==> src/rtl/mips32_mem_arbiter_if.sv <==
// Request/grant/return bundle between the three MIPS32 requesters, the arbiter and the
// single-port word memory.
interface mips32_mem_arbiter_if #(
  parameter int unsigned AW = 10
) ();
  logic          host_req;
  logic          host_we;
  logic [AW-1:0] host_addr;
  logic [31:0]   host_wdata;
  logic          host_gnt;
  logic          host_rvalid;
  logic [31:0]   host_rdata;

  logic          dmem_req;
  logic          dmem_we;
  logic [AW-1:0] dmem_addr;
  logic [31:0]   dmem_wdata;
  logic          dmem_gnt;
  logic          dmem_rvalid;
  logic [31:0]   dmem_rdata;

  logic          imem_req;
  logic [AW-1:0] imem_addr;
  logic          imem_gnt;
  logic          imem_rvalid;
  logic [31:0]   imem_rdata;

  logic          mem_en;
  logic          mem_we;
  logic [AW-1:0] mem_addr;
  logic [31:0]   mem_wdata;
  logic [31:0]   mem_rdata;

  modport slave (
    input  host_req, host_we, host_addr, host_wdata,
    output host_gnt, host_rvalid, host_rdata,
    input  dmem_req, dmem_we, dmem_addr, dmem_wdata,
    output dmem_gnt, dmem_rvalid, dmem_rdata,
    input  imem_req, imem_addr,
    output imem_gnt, imem_rvalid, imem_rdata,
    output mem_en, mem_we, mem_addr, mem_wdata,
    input  mem_rdata
  );

  modport master (
    output host_req, host_we, host_addr, host_wdata,
    input  host_gnt, host_rvalid, host_rdata,
    output dmem_req, dmem_we, dmem_addr, dmem_wdata,
    input  dmem_gnt, dmem_rvalid, dmem_rdata,
    output imem_req, imem_addr,
    input  imem_gnt, imem_rvalid, imem_rdata,
    input  mem_en, mem_we, mem_addr, mem_wdata,
    output mem_rdata
  );
endinterface

==> src/rtl/mips32_mem_arbiter.sv <==
// Fixed-priority (host > data > fetch) arbiter for a single-port word memory, with a
// starvation boost for fetch and tagged routing of the 1-cycle read return.
module mips32_mem_arbiter #(
  parameter int unsigned AW           = 10,
  parameter int unsigned STARVE_LIMIT = 4
) (
  input logic                clk1,
  input logic                rst_n,
  input logic                halted,
  mips32_mem_arbiter_if.slave bus
);

  localparam int unsigned CntW = $clog2(STARVE_LIMIT + 1);

  typedef enum logic [1:0] {PortHost, PortData, PortFetch} port_e;

  logic [CntW-1:0] starve_q, starve_d;
  logic            tag_valid_q, tag_valid_d;
  port_e           tag_port_q, tag_port_d;

  logic            boost;
  logic            host_gnt, dmem_gnt, imem_gnt;
  logic            mem_en, mem_we;
  logic [AW-1:0]   mem_addr;
  logic [31:0]     mem_wdata;

  assign boost = (starve_q == CntW'(STARVE_LIMIT));

  // Grants are gated during reset so nothing is issued while the return tag is cleared.
  always_comb begin
    host_gnt = 1'b0;
    dmem_gnt = 1'b0;
    imem_gnt = 1'b0;
    if (rst_n) begin
      if (bus.host_req) begin
        host_gnt = 1'b1;
      end else if (!halted) begin
        if (bus.imem_req && (boost || !bus.dmem_req)) begin
          imem_gnt = 1'b1;
        end else if (bus.dmem_req) begin
          dmem_gnt = 1'b1;
        end
      end
    end
  end

  always_comb begin
    mem_en    = 1'b0;
    mem_we    = 1'b0;
    mem_addr  = '0;
    mem_wdata = '0;
    if (host_gnt) begin
      mem_en    = 1'b1;
      mem_we    = bus.host_we;
      mem_addr  = bus.host_addr;
      mem_wdata = bus.host_wdata;
    end else if (dmem_gnt) begin
      mem_en    = 1'b1;
      mem_we    = bus.dmem_we;
      mem_addr  = bus.dmem_addr;
      mem_wdata = bus.dmem_wdata;
    end else if (imem_gnt) begin
      mem_en    = 1'b1;
      mem_addr  = bus.imem_addr;
    end
  end

  always_comb begin
    tag_valid_d = mem_en && !mem_we;
    tag_port_d  = host_gnt ? PortHost : (dmem_gnt ? PortData : PortFetch);
    starve_d    = '0;
    if (bus.imem_req && !imem_gnt) begin
      starve_d = boost ? starve_q : starve_q + CntW'(1);
    end
  end

  always_ff @(posedge clk1) begin
    if (!rst_n) begin
      starve_q    <= '0;
      tag_valid_q <= 1'b0;
      tag_port_q  <= PortHost;
    end else begin
      starve_q    <= starve_d;
      tag_valid_q <= tag_valid_d;
      tag_port_q  <= tag_port_d;
    end
  end

  assign bus.host_gnt  = host_gnt;
  assign bus.dmem_gnt  = dmem_gnt;
  assign bus.imem_gnt  = imem_gnt;
  assign bus.mem_en    = mem_en;
  assign bus.mem_we    = mem_we;
  assign bus.mem_addr  = mem_addr;
  assign bus.mem_wdata = mem_wdata;

  // Returns are also masked while reset is asserted so a read in flight is dropped.
  assign bus.host_rvalid = rst_n && tag_valid_q && (tag_port_q == PortHost);
  assign bus.dmem_rvalid = rst_n && tag_valid_q && (tag_port_q == PortData);
  assign bus.imem_rvalid = rst_n && tag_valid_q && (tag_port_q == PortFetch);
  assign bus.host_rdata  = bus.host_rvalid ? bus.mem_rdata : 32'h0;
  assign bus.dmem_rdata  = bus.dmem_rvalid ? bus.mem_rdata : 32'h0;
  assign bus.imem_rdata  = bus.imem_rvalid ? bus.mem_rdata : 32'h0;

endmodule

==> src/flat_wrapper.sv <==
// flat-port wrapper written by rule: the top's interface ports become plain ports
module mips32_mem_arbiter_flat 
#(
  parameter int unsigned AW           = 10,
  parameter int unsigned STARVE_LIMIT = 4
)
  (clk1, rst_n, halted, bus_host_req, bus_host_we, bus_host_addr, bus_host_wdata, bus_host_gnt, bus_host_rvalid, bus_host_rdata, bus_dmem_req, bus_dmem_we, bus_dmem_addr, bus_dmem_wdata, bus_dmem_gnt, bus_dmem_rvalid, bus_dmem_rdata, bus_imem_req, bus_imem_addr, bus_imem_gnt, bus_imem_rvalid, bus_imem_rdata, bus_mem_en, bus_mem_we, bus_mem_addr, bus_mem_wdata, bus_mem_rdata);
  mips32_mem_arbiter_if #(.AW(AW)) bus_i ();
  input logic clk1;
  input logic rst_n;
  input logic halted;
  input wire logic [$bits(bus_i.host_req)-1:0] bus_host_req;
  input wire logic [$bits(bus_i.host_we)-1:0] bus_host_we;
  input wire logic [$bits(bus_i.host_addr)-1:0] bus_host_addr;
  input wire logic [$bits(bus_i.host_wdata)-1:0] bus_host_wdata;
  output wire logic [$bits(bus_i.host_gnt)-1:0] bus_host_gnt;
  output wire logic [$bits(bus_i.host_rvalid)-1:0] bus_host_rvalid;
  output wire logic [$bits(bus_i.host_rdata)-1:0] bus_host_rdata;
  input wire logic [$bits(bus_i.dmem_req)-1:0] bus_dmem_req;
  input wire logic [$bits(bus_i.dmem_we)-1:0] bus_dmem_we;
  input wire logic [$bits(bus_i.dmem_addr)-1:0] bus_dmem_addr;
  input wire logic [$bits(bus_i.dmem_wdata)-1:0] bus_dmem_wdata;
  output wire logic [$bits(bus_i.dmem_gnt)-1:0] bus_dmem_gnt;
  output wire logic [$bits(bus_i.dmem_rvalid)-1:0] bus_dmem_rvalid;
  output wire logic [$bits(bus_i.dmem_rdata)-1:0] bus_dmem_rdata;
  input wire logic [$bits(bus_i.imem_req)-1:0] bus_imem_req;
  input wire logic [$bits(bus_i.imem_addr)-1:0] bus_imem_addr;
  output wire logic [$bits(bus_i.imem_gnt)-1:0] bus_imem_gnt;
  output wire logic [$bits(bus_i.imem_rvalid)-1:0] bus_imem_rvalid;
  output wire logic [$bits(bus_i.imem_rdata)-1:0] bus_imem_rdata;
  output wire logic [$bits(bus_i.mem_en)-1:0] bus_mem_en;
  output wire logic [$bits(bus_i.mem_we)-1:0] bus_mem_we;
  output wire logic [$bits(bus_i.mem_addr)-1:0] bus_mem_addr;
  output wire logic [$bits(bus_i.mem_wdata)-1:0] bus_mem_wdata;
  input wire logic [$bits(bus_i.mem_rdata)-1:0] bus_mem_rdata;
  assign bus_i.host_req = bus_host_req;
  assign bus_i.host_we = bus_host_we;
  assign bus_i.host_addr = bus_host_addr;
  assign bus_i.host_wdata = bus_host_wdata;
  assign bus_host_gnt = bus_i.host_gnt;
  assign bus_host_rvalid = bus_i.host_rvalid;
  assign bus_host_rdata = bus_i.host_rdata;
  assign bus_i.dmem_req = bus_dmem_req;
  assign bus_i.dmem_we = bus_dmem_we;
  assign bus_i.dmem_addr = bus_dmem_addr;
  assign bus_i.dmem_wdata = bus_dmem_wdata;
  assign bus_dmem_gnt = bus_i.dmem_gnt;
  assign bus_dmem_rvalid = bus_i.dmem_rvalid;
  assign bus_dmem_rdata = bus_i.dmem_rdata;
  assign bus_i.imem_req = bus_imem_req;
  assign bus_i.imem_addr = bus_imem_addr;
  assign bus_imem_gnt = bus_i.imem_gnt;
  assign bus_imem_rvalid = bus_i.imem_rvalid;
  assign bus_imem_rdata = bus_i.imem_rdata;
  assign bus_mem_en = bus_i.mem_en;
  assign bus_mem_we = bus_i.mem_we;
  assign bus_mem_addr = bus_i.mem_addr;
  assign bus_mem_wdata = bus_i.mem_wdata;
  assign bus_i.mem_rdata = bus_mem_rdata;
  mips32_mem_arbiter #(.AW(AW), .STARVE_LIMIT(STARVE_LIMIT)) u_core (.clk1(clk1), .rst_n(rst_n), .halted(halted), .bus(bus_i));
endmodule
==> config.mk <==
export PLATFORM = sky130hd
export DESIGN_NAME = mips32_mem_arbiter_flat
export DESIGN_NICKNAME = d
export VERILOG_FILES = /design/src/rtl/mips32_mem_arbiter_if.sv /design/src/rtl/mips32_mem_arbiter.sv /design/src/flat_wrapper.sv
export SDC_FILE = /design/constraint.sdc
export NUM_CORES = 1
export LEC_CHECK = 0
export ABC_AREA = 1
export CORE_AREA = 2 2 108 110
export DETAILED_ROUTE_END_ITERATION = 8
export DIE_AREA = 0 0 110 112
export HOLD_SLACK_MARGIN = 0.06
export SKIP_CTS_REPAIR_TIMING = 1
export SYNTH_ARGS = -nofsm -noshare
export SYNTH_HDL_FRONTEND = slang
export SYNTH_SLANG_ARGS = --single-unit
export TNS_END_PERCENT = 20
==> constraint.sdc <==
create_clock -name clk1 -period 4.07 [get_ports clk1]
set_clock_uncertainty 0.1 [all_clocks]
set_input_delay 0.407 -clock clk1 [delete_from_list [all_inputs] [get_ports clk1]]
set_output_delay 0.407 -clock clk1 [all_outputs]
set_load 0.1 [all_outputs]
# Word-level counts from Yosys, hierarchy flattened
# Cells that the tools add are included.
dict set report op_classes {
  n_addsub 1
  n_eq_ne 3
  muxes 25
  bitwise_logic 1
  n_reduce_logical 14
}
# operator count
set ops {}
lappend ops {{two-way mux 32 bit} 5}
lappend ops {{two-way mux 10 bit} 3}
lappend ops {{two-way mux 1 bit} 16}
lappend ops {{logical AND 1 bit} 7}
lappend ops {{adder 3 x 1 -> 3 bit (second input constant)} 1}
lappend ops {{equality test 3 bit (second input constant)} 1}
lappend ops {{zero test 1 bit} 3}
lappend ops {{equality test 2 x 1 -> 1 bit (second input constant)} 1}
lappend ops {{equality test 2 bit (second input constant)} 1}
lappend ops {{zero test 2 bit} 1}
lappend ops {{two-way mux 2 bit} 1}
lappend ops {{AND reduction 2 bit} 1}
lappend ops {{OR reduction 2 bit} 1}
lappend ops {{logical OR 1 bit} 1}
lappend ops {{NOT 1 bit} 1}
dict set report word_totals {
  reg_bits 6
  inputBits 134
  output_inout_bits 146
  word_cells 47
}

# Longest topological paths before layout
# Gate-level depths: netlist of run 1.
dict set report depth {
  ltp_word 11
  mapped_depth 10
  depth_no_buf 9
}

# Worst setup path before layout of run 1
# OpenSTA, ideal clock, no wires.
dict set report synth_timing {
  path_type {input port to output port}
  start {input port rst_n}
  end {output port bus_dmem_rdata[10]}
  arrival_time_ns 3.300
  required_ns 3.563
  slack_ns 0.263
  cell_stages 5
  n_path_buf 1
  cell_sequence {nand2_1 -> nor3_2 -> inv_2 -> buf_2 -> nor2_1}
}
dict set report synth_between {
  elab_chain_len 3
}
# element line
set synth_lines {}
lappend synth_lines {{from (decl)} flat_wrapper.sv:10} ;# input logic rst_n;
lappend synth_lines {{logical AND 1 bit (2 in a row)} mips32_mem_arbiter.sv:99} ;# assign bus.dmem_rvalid = rst_n && tag_valid_q && (tag_port_q == PortData);
lappend synth_lines {{via bus_dmem_rvalid} flat_wrapper.sv:24} ;# output wire logic [$bits(bus_i.dmem_rvalid)-1:0] bus_dmem_rvalid;
lappend synth_lines {{two-way mux 32 bit} mips32_mem_arbiter.sv:102} ;# assign bus.dmem_rdata = bus.dmem_rvalid ? bus.mem_rdata : 32'h0;
lappend synth_lines {{to (decl)} flat_wrapper.sv:25} ;# output wire logic [$bits(bus_i.dmem_rdata)-1:0] bus_dmem_rdata;
# The timed path passes the listed nets, and every way through them passes these cells.

# Final worst setup path of run 1
dict set report layout_timing {
  start {register u_core.starve_q[0]}
  end {output port bus_mem_addr[7]}
}
dict set report layout_between {
  elab_chain_len 10
  elab_cells_between_ends 14
  classes_between {1 x eq/ne; 11 x mux; 2 x reduce/logical}
}
# element line
set layout_lines {}
lappend layout_lines {{from (decl)} mips32_mem_arbiter.sv:17} ;# logic [CntW-1:0] starve_q, starve_d;
lappend layout_lines {{from (signal assigned)} mips32_mem_arbiter.sv:83} ;# starve_q <= starve_d;
lappend layout_lines {{equality test 3 bit (*)} mips32_mem_arbiter.sv:27} ;# assign boost = (starve_q == CntW'(STARVE_LIMIT));
lappend layout_lines {{logical OR 1 bit (*)} mips32_mem_arbiter.sv:38} ;# if (bus.imem_req && (boost || !bus.dmem_req)) begin
lappend layout_lines {{logical AND 1 bit (*)} mips32_mem_arbiter.sv:38}
lappend layout_lines {{two-way mux 1 bit} mips32_mem_arbiter.sv:38}
lappend layout_lines {{two-way mux 1 bit} mips32_mem_arbiter.sv:37} ;# end else if (!halted) begin
lappend layout_lines {{two-way mux 1 bit} mips32_mem_arbiter.sv:35} ;# if (bus.host_req) begin
lappend layout_lines {{two-way mux 1 bit} mips32_mem_arbiter.sv:34} ;# if (rst_n) begin
lappend layout_lines {{two-way mux 10 bit} mips32_mem_arbiter.sv:62} ;# end else if (imem_gnt) begin
lappend layout_lines {{two-way mux 10 bit (*)} mips32_mem_arbiter.sv:57} ;# end else if (dmem_gnt) begin
lappend layout_lines {{two-way mux 10 bit (*)} mips32_mem_arbiter.sv:52} ;# if (host_gnt) begin
lappend layout_lines {{to (decl)} flat_wrapper.sv:33} ;# output wire logic [$bits(bus_i.mem_addr)-1:0] bus_mem_addr;
# Mark *: on every way between the ends. The rest lies on a longest branch, timed or not.

==> flow_metrics.env, run 1 <==
export IMPL_drt_total_wl_mm=9.69
export IMPL_vias=2943
export IMPL_groute_usage_overall_pct=13.9
export IMPL_num_rows=39
export IMPL_p_sw_uw=417
export IMPL_drt_first_pass_iters=4
export IMPL_path_buf_inv=4
export IMPL_grt_max_degree=35
export IMPL_cts_tree="built"
export IMPL_crit_slowest_cell="nor2_4"
export IMPL_clk_insertion_delay_late_ns=0.23
export IMPL_finalNetCount=741
export IMPL_r2r_slack_ns=2.10
export IMPL_power_frac_seq_pct=8.1
export IMPL_worst_pin_slew_ns=0.864
export IMPL_setup_viol=0
export IMPL_setup_tns_final_ns=0
export IMPL_synth_area_mm2=0.00148
export IMPL_syn_to_final_growth_pct=179
export IMPL_report_final_slew_viol_count=0
export IMPL_start_util_pct=13.3
export IMPL_dr_max_layer_used="met4"
export IMPL_yosysTopAreaCell="nand2_1"
export IMPL_grt_pass1_vias=2651
export IMPL_p_total_uw=786
export IMPL_r2r_end="u_core.starve_q[0]"
export IMPL_wl_met2_mm=5.02
export IMPL_remaining_drc_errors=0
export IMPL_share_comb_of_total_power_pct=71.7
export IMPL_stdcell_count=746
export IMPL_crit_end="bus_mem_addr[7]"
export IMPL_cts_sinks=6
export IMPL_synth_yosys_seq_area_share_pct=8.09
export IMPL_drtAntennaViolNets=0
export IMPL_layout_drive_gt1_share_pct=26.7
export IMPL_fin_crit_ns=3.00
export IMPL_overflow=0
export IMPL_ys_ff_latch=6
export IMPL_grt_first_pass_wirelength_mm=13.5
export IMPL_ir_drop_mv=0.117
export IMPL_dp_hpwl_mm=8.47
export IMPL_swShare_pct=53.1
export IMPL_cp_data_required_time_ns=3.56
export IMPL_antennaDiodeCount=0
export IMPL_startpoint="u_core.starve_q[0]"
export IMPL_syn_instance_count=336
export IMPL_fin_util_pct=37.1
export IMPL_syn_nets=472
export IMPL_synth_top_cells_by_area="nand2_1, nor2_1, inv_1, dfxtp_1, nand3_1"
export IMPL_syn_area_per_cell_um2=4.42
export IMPL_core_area_mm2=0.0112
export IMPL_crit_path_end_kind="output port"
export IMPL_place_gp_congestion=0.934
export IMPL_portBuffers=279
export IMPL_die_x_um=110
export IMPL_yosysWarningCount=0
export IMPL_p_int_uw=368
export IMPL_worstRegToRegCells=9
export IMPL_rsz0062_at_grt="no"
export IMPL_worstPathArrival_ns=2.49
export IMPL_cts_buffers=3
export IMPL_netlist_area_leader_share_pct=33.6
export IMPL_holdWs_ns=0.470
export IMPL_hold_viol=0
export IMPL_status="finished clean"
export IMPL_design_portCount=280
export IMPL_antenna_found_initial=0
export IMPL_crit_cells=11
export IMPL_slew_headroom_pct=42.2
export IMPL_ctsHtreeMaxLevel=1
export IMPL_powerDensity_mw_per_mm2=190
export IMPL_worstReg2RegStart="u_core.starve_q[0]"
export IMPL_slowest_delay_ns=0.49
export IMPL_cp_start_kind="register"
export IMPL_dp_cells=743
export IMPL_hold_class="reg -> reg"
export IMPL_clkPwrFrac_pct=20.2
export IMPL_final_period_utilization_pct=73.7
export IMPL_max_clock_freq_mhz=334
export IMPL_path_class="reg -> out"
export IMPL_path_cells="inv_1 > ha_1 > nand2_2 > nand2_1 > nand2_2 > inv_1 > nor2_4 > buf_4 > nand2_1 > nand3_1 > buf_4"
export IMPL_cts_path_max_buffers=2
export IMPL_synthDistinctLibCells=21
export IMPL_worstPathMaxFanout=28
export IMPL_critical_path_top_delay_family="simple AND/OR/NAND/NOR gates"
export IMPL_cts_root_buf="clkbuf_16"
export IMPL_drv_cap=0
export IMPL_drt_iter0_markers=113
export IMPL_routed_via_density=3.95
export IMPL_wl_per_cell_um=13.0
export IMPL_die_h_um=112
export IMPL_leakagePower_nw=2.29
export IMPL_wl_met3_mm=1.20
export IMPL_clk_pin_slew_ns=0.03
export IMPL_drt_met1_wl_mm=3.30
export IMPL_dieArea_mm2=0.0123
[state kept, by name, indices dropped and copies added (netlist names)]
register,count
u_core.starve_q,3
u_core.tag_port_q,2
u_core.tag_valid_q,1
[synthesized netlist by cell type]
| cell type | count |
|---|---|
| ha_1 | 2 |
| buf_4 | 1 |
| buf_2 | 7 |
| clkbuf_1 | 6 |
| nor2_1 | 105 |
| nor3_1 | 1 |
| nand4_1 | 1 |
| inv_1 | 44 |
| nand2_2 | 2 |
| inv_2 | 3 |
| nand4_2 | 1 |
| a21oi_1 | 1 |
| xor2_1 | 1 |
| nand2_1 | 133 |
| buf_6 | 4 |
| o21bai_1 | 1 |
| o21ai_0 | 2 |
| nor3_2 | 2 |
| nor2_4 | 1 |
| nand3_1 | 12 |
| dfxtp_1 | 6 |
[power by group through the flow]
| stage | combinational, mW | sequential (mW) | clock, mW |
|---|---|---|---|
| final | 0.563 | 0.0638 | 0.159 |
| after global routing | 0.586 | 0.0641 | 0.166 |
| after CTS | 0.567 | 0.0637 | 0.162 |
| after detailed placement | 0.566 | 0.0646 | 0 |
| after global placement | 0.566 | 0.0644 | 0 |
| after floorplan | 0.354 | 0.0641 | 0 |
[worst min-delay path, cell delays in order, from the launching register on]
cell     delay (ns)
dfxtp_1        0.31
inv_1          0.06
a21oi_1        0.05
nor2_1         0.10
[per-layer routing]
metal	global-route usage, %	vias up
met2	27.5	184
met1	13.8	1244
met5	0	-
met4	3.29	0
met3	3.92	12
li1	-	1503
[cell usage in the layout (no fill, tap or decap)]
cell	instances
buf_12	5
nor2_1	105
inv_2	3
o21bai_1	1
nand3_1	12
clkdlybuf4s50_1	133
o21ai_0	2
nand4_2	1
nand2_2	2
nor2_4	1
nand2_1	133
nor3_2	2
clkbuf_16	3
inv_1	44
xor2_1	1
buf_4	144
ha_1	2
nor3_1	1
a21oi_1	1
dfxtp_1	6
nand4_1	1
[how the worst min path moves through the flow]
stage	endpoint	startpoint	slack, ns	cells past startpoint
detailed placement	u_core.starve_q[2]	u_core.starve_q[2]	0.45	3
finish	u_core.starve_q[2]	u_core.starve_q[2]	0.47	3
floorplan	u_core.tag_port_q[1]	bus_host_req	0.38	1
global route	u_core.starve_q[2]	u_core.starve_q[2]	0.48	3
CTS	u_core.starve_q[2]	u_core.starve_q[2]	0.47	3
global placement	u_core.starve_q[2]	u_core.starve_q[2]	0.43	3
[logic make-up after synthesis]
kind of cell | after synthesis | synth area share [%]
DFF | 6 | 8.09
AOI/OAI and AO/OA | 4 | 1.52
adders and majority gates | 2 | 1.69
buffers and inverters | 65 | 19.3
xor gates and xnor gates | 1 | 0.590
and+or+nand+nor | 258 | 68.8
[area by class of cell]
type	count	area, um^2
multi-input combinational	265	1080
timing repair buffer	282	2510
sequential	6	120
inverter	47	176
tap	143	179
fill	1194	7030
clock buffer	3	75.1
[through the flow]
step | setup WS [ns] | instance area (um^2)
after floorplan | 0.263 | 1480
after global placement | 1.10 | 4070
after detailed placement | 1.05 | 4070
after CTS | 1.05 | 4140
after global routing | 0.873 | 4140
final | 1.07 | 4140
No activity file was read; power rests on OpenSTA's default activity.
==> run 2: changes to the inputs <==
CORE_AREA = 2 2 109 111   (was 2 2 108 110)
DIE_AREA = 0 0 111 113   (was 0 0 110 112)
clock period = 2.5 ns   (was 4.07 ns; I/O delays follow)
==> flow_metrics.env, run 2 (synthesized netlist as in run 1, its figures left out) <==
export IMPL_path_buf_inv=4
export IMPL_design_portCount=280
export IMPL_clkPwrFrac_pct=17.5
export IMPL_fillers=976
export IMPL_crit_slowest_cell="dfxtp_1"
export IMPL_overflow=0
export IMPL_seq_area_um2=121
export IMPL_finalNetCount=744
export IMPL_slowest_delay_ns=0.32
export IMPL_clk_pin_slew_ns=0.03
export IMPL_routed_via_density=3.93
export IMPL_path_class="reg -> out"
export IMPL_max_clock_freq_mhz=435
export IMPL_final_common_cell="buf_12"
export IMPL_cts_path_max_buffers=2
export IMPL_critical_path_top_delay_family="simple AND/OR/NAND/NOR gates"
export IMPL_slew_headroom_pct=74.4
export IMPL_drt_first_pass_iters=4
export IMPL_setup_viol=0
export IMPL_status="finished clean"
export IMPL_swShare_pct=49.3
export IMPL_ctsHtreeMaxLevel=1
export IMPL_cts_root_buf="clkbuf_16"
export IMPL_cp_data_required_time_ns=2.15
export IMPL_num_rows=39
export IMPL_multi_input_area_mm2=0.00140
export IMPL_ir_drop_mv=0.222
export IMPL_groute_usage_overall_pct=15.3
export IMPL_power_frac_seq_pct=6.9
export IMPL_vias=2945
export IMPL_regMostFlops="u_core.starve_q"
export IMPL_rsz0062_at_grt="no"
export IMPL_fin_ws_ns=0.202
export IMPL_cts_buffers=3
export IMPL_cp_start_kind="register"
export IMPL_core_area_mm2=0.0113
export IMPL_setup_tns_final_ns=0
export IMPL_holdWs_ns=0.500
export IMPL_clk_insertion_delay_late_ns=0.23
export IMPL_grt_pass1_vias=3033
export IMPL_hold_class="reg -> reg"
export IMPL_start_util_pct=13.2
export IMPL_reg_top3="u_core.starve_q (3), u_core.tag_port_q (2), u_core.tag_valid_q (1)"
export IMPL_worstPathMaxFanout=45
export IMPL_worst_pin_slew_ns=0.385
export IMPL_dp_hpwl_mm=9.14
export IMPL_worstPathArrival_ns=1.95
export IMPL_die_x_um=111
export IMPL_drtAntennaViolNets=0
export IMPL_share_comb_of_total_power_pct=75.6
export IMPL_cts_tree="built"
export IMPL_drt_total_wl_mm=9.96
export IMPL_drv_cap=0
export IMPL_antennaDiodeCount=0
export IMPL_post_place_ws_ns=0.254
export IMPL_wl_per_cell_um=13.3
export IMPL_cts_sinks=6
export IMPL_p_int_uw=769
export IMPL_p_sw_uw=748
export IMPL_layout_common_cells="buf_12, clkdlybuf4s50_1, nand2_1, inv_1, nor2_1"
export IMPL_antenna_found_initial=0
export IMPL_final_period_utilization_pct=91.9
export IMPL_fin_crit_ns=2.30
export IMPL_path_cells="inv_1 > ha_1 > nand2_2 > nand2_1 > nand2_2 > inv_1 > nor2_4 > buf_12 > nand2_1 > nand3_1 > buf_12"
export IMPL_layout_drive_gt1_share_pct=38.0
export IMPL_powerDensity_mw_per_mm2=240
export IMPL_syn_to_final_growth_pct=326
export IMPL_hold_viol=0
export IMPL_die_h_um=113
export IMPL_drt_iter0_markers=92
export IMPL_report_final_slew_viol_count=0
export IMPL_crit_path_end_kind="output port"
export IMPL_leakagePower_nw=2.73
export IMPL_largest_reg_flops=3
export IMPL_fin_util_pct=56.0
export IMPL_grt_max_degree=46
export IMPL_dieArea_mm2=0.0125
export IMPL_remaining_drc_errors=0
export IMPL_place_gp_congestion=0.763
export IMPL_grt_first_pass_wirelength_mm=15.6
export IMPL_portBuffers=279
==> run 2: cell types whose count changed in the layout (fill, tap and decap cells not counted), moves of 2 or more <==
| cell | previous run | this run |
|---|---|---|
| nor3_2 | 2 | 0 |
| nor2_2 | 0 | 34 |
| buf_12 | 5 | 151 |
| nor2_1 | 105 | 41 |
| nor3_4 | 0 | 2 |
| buf_4 | 144 | 1 |
| nor2_4 | 1 | 31 |
==> run 2: through the flow <==
| step | cells | power [mW] | cell area, um^2 |
|---|---|---|---|
| after floorplan | 336 | 0.712 | 1840 |
| after global placement | 746 | 1.26 | 6240 |
| after detailed placement | 746 | 1.26 | 6240 |
| after CTS | 749 | 1.53 | 6320 |
| after global routing | 749 | 1.57 | 6320 |
| final | 749 | 1.52 | 6320 |
==> run 2: final timing paths <==
kind / cells after the start / slack, ns / startpoint / to
worst max-delay path: 11 / 0.20 / u_core.starve_q[0] / bus_mem_addr[4]
worst min-delay path: 3 / 0.50 / u_core.starve_q[2] / u_core.starve_q[2]
worst max register to register: 10 / 0.88 / u_core.starve_q[0] / u_core.tag_valid_q
worst min register to register: 3 / 0.50 / u_core.starve_q[2] / u_core.starve_q[2]
==> run 2: worst register-to-register path, cell delays in order (launching register included) <==
cell and delay [ns]:
dfxtp_1 0.32, inv_1 0.07, ha_1 0.20, nand2_2 0.11, nand2_1 0.07, nand2_2 0.08, inv_1 0.08, nor2_4 0.10
buf_12 0.22, nor2_1 0.10, nor2_1 0.09
==> run 2: power by group through the flow <==
stage               Sequential [mW]  Combinational [mW]  Clock, mW
finish                        0.105                1.15      0.265
global route                  0.106                1.19      0.273
CTS                           0.105                1.16      0.264
detailed placement            0.107                1.16          0
global placement              0.106                1.15          0
floorplan                     0.106               0.606          0
==> run 2: per-layer routing <==
layer,routed length [um],global-route usage [%]
met1,3550,16.4
met5,0,0
met4,44,1.75
met2,5560,31.7
met3,807,2.68
==> run 2: layout make-up <==
type	count	area share (%)
inverters	47	2.79
repair buffers	285	69.1
clock buffers	3	1.19
flip-flops and latches	6	1.92
well taps	143	2.83
multi-input cells	265	22.2
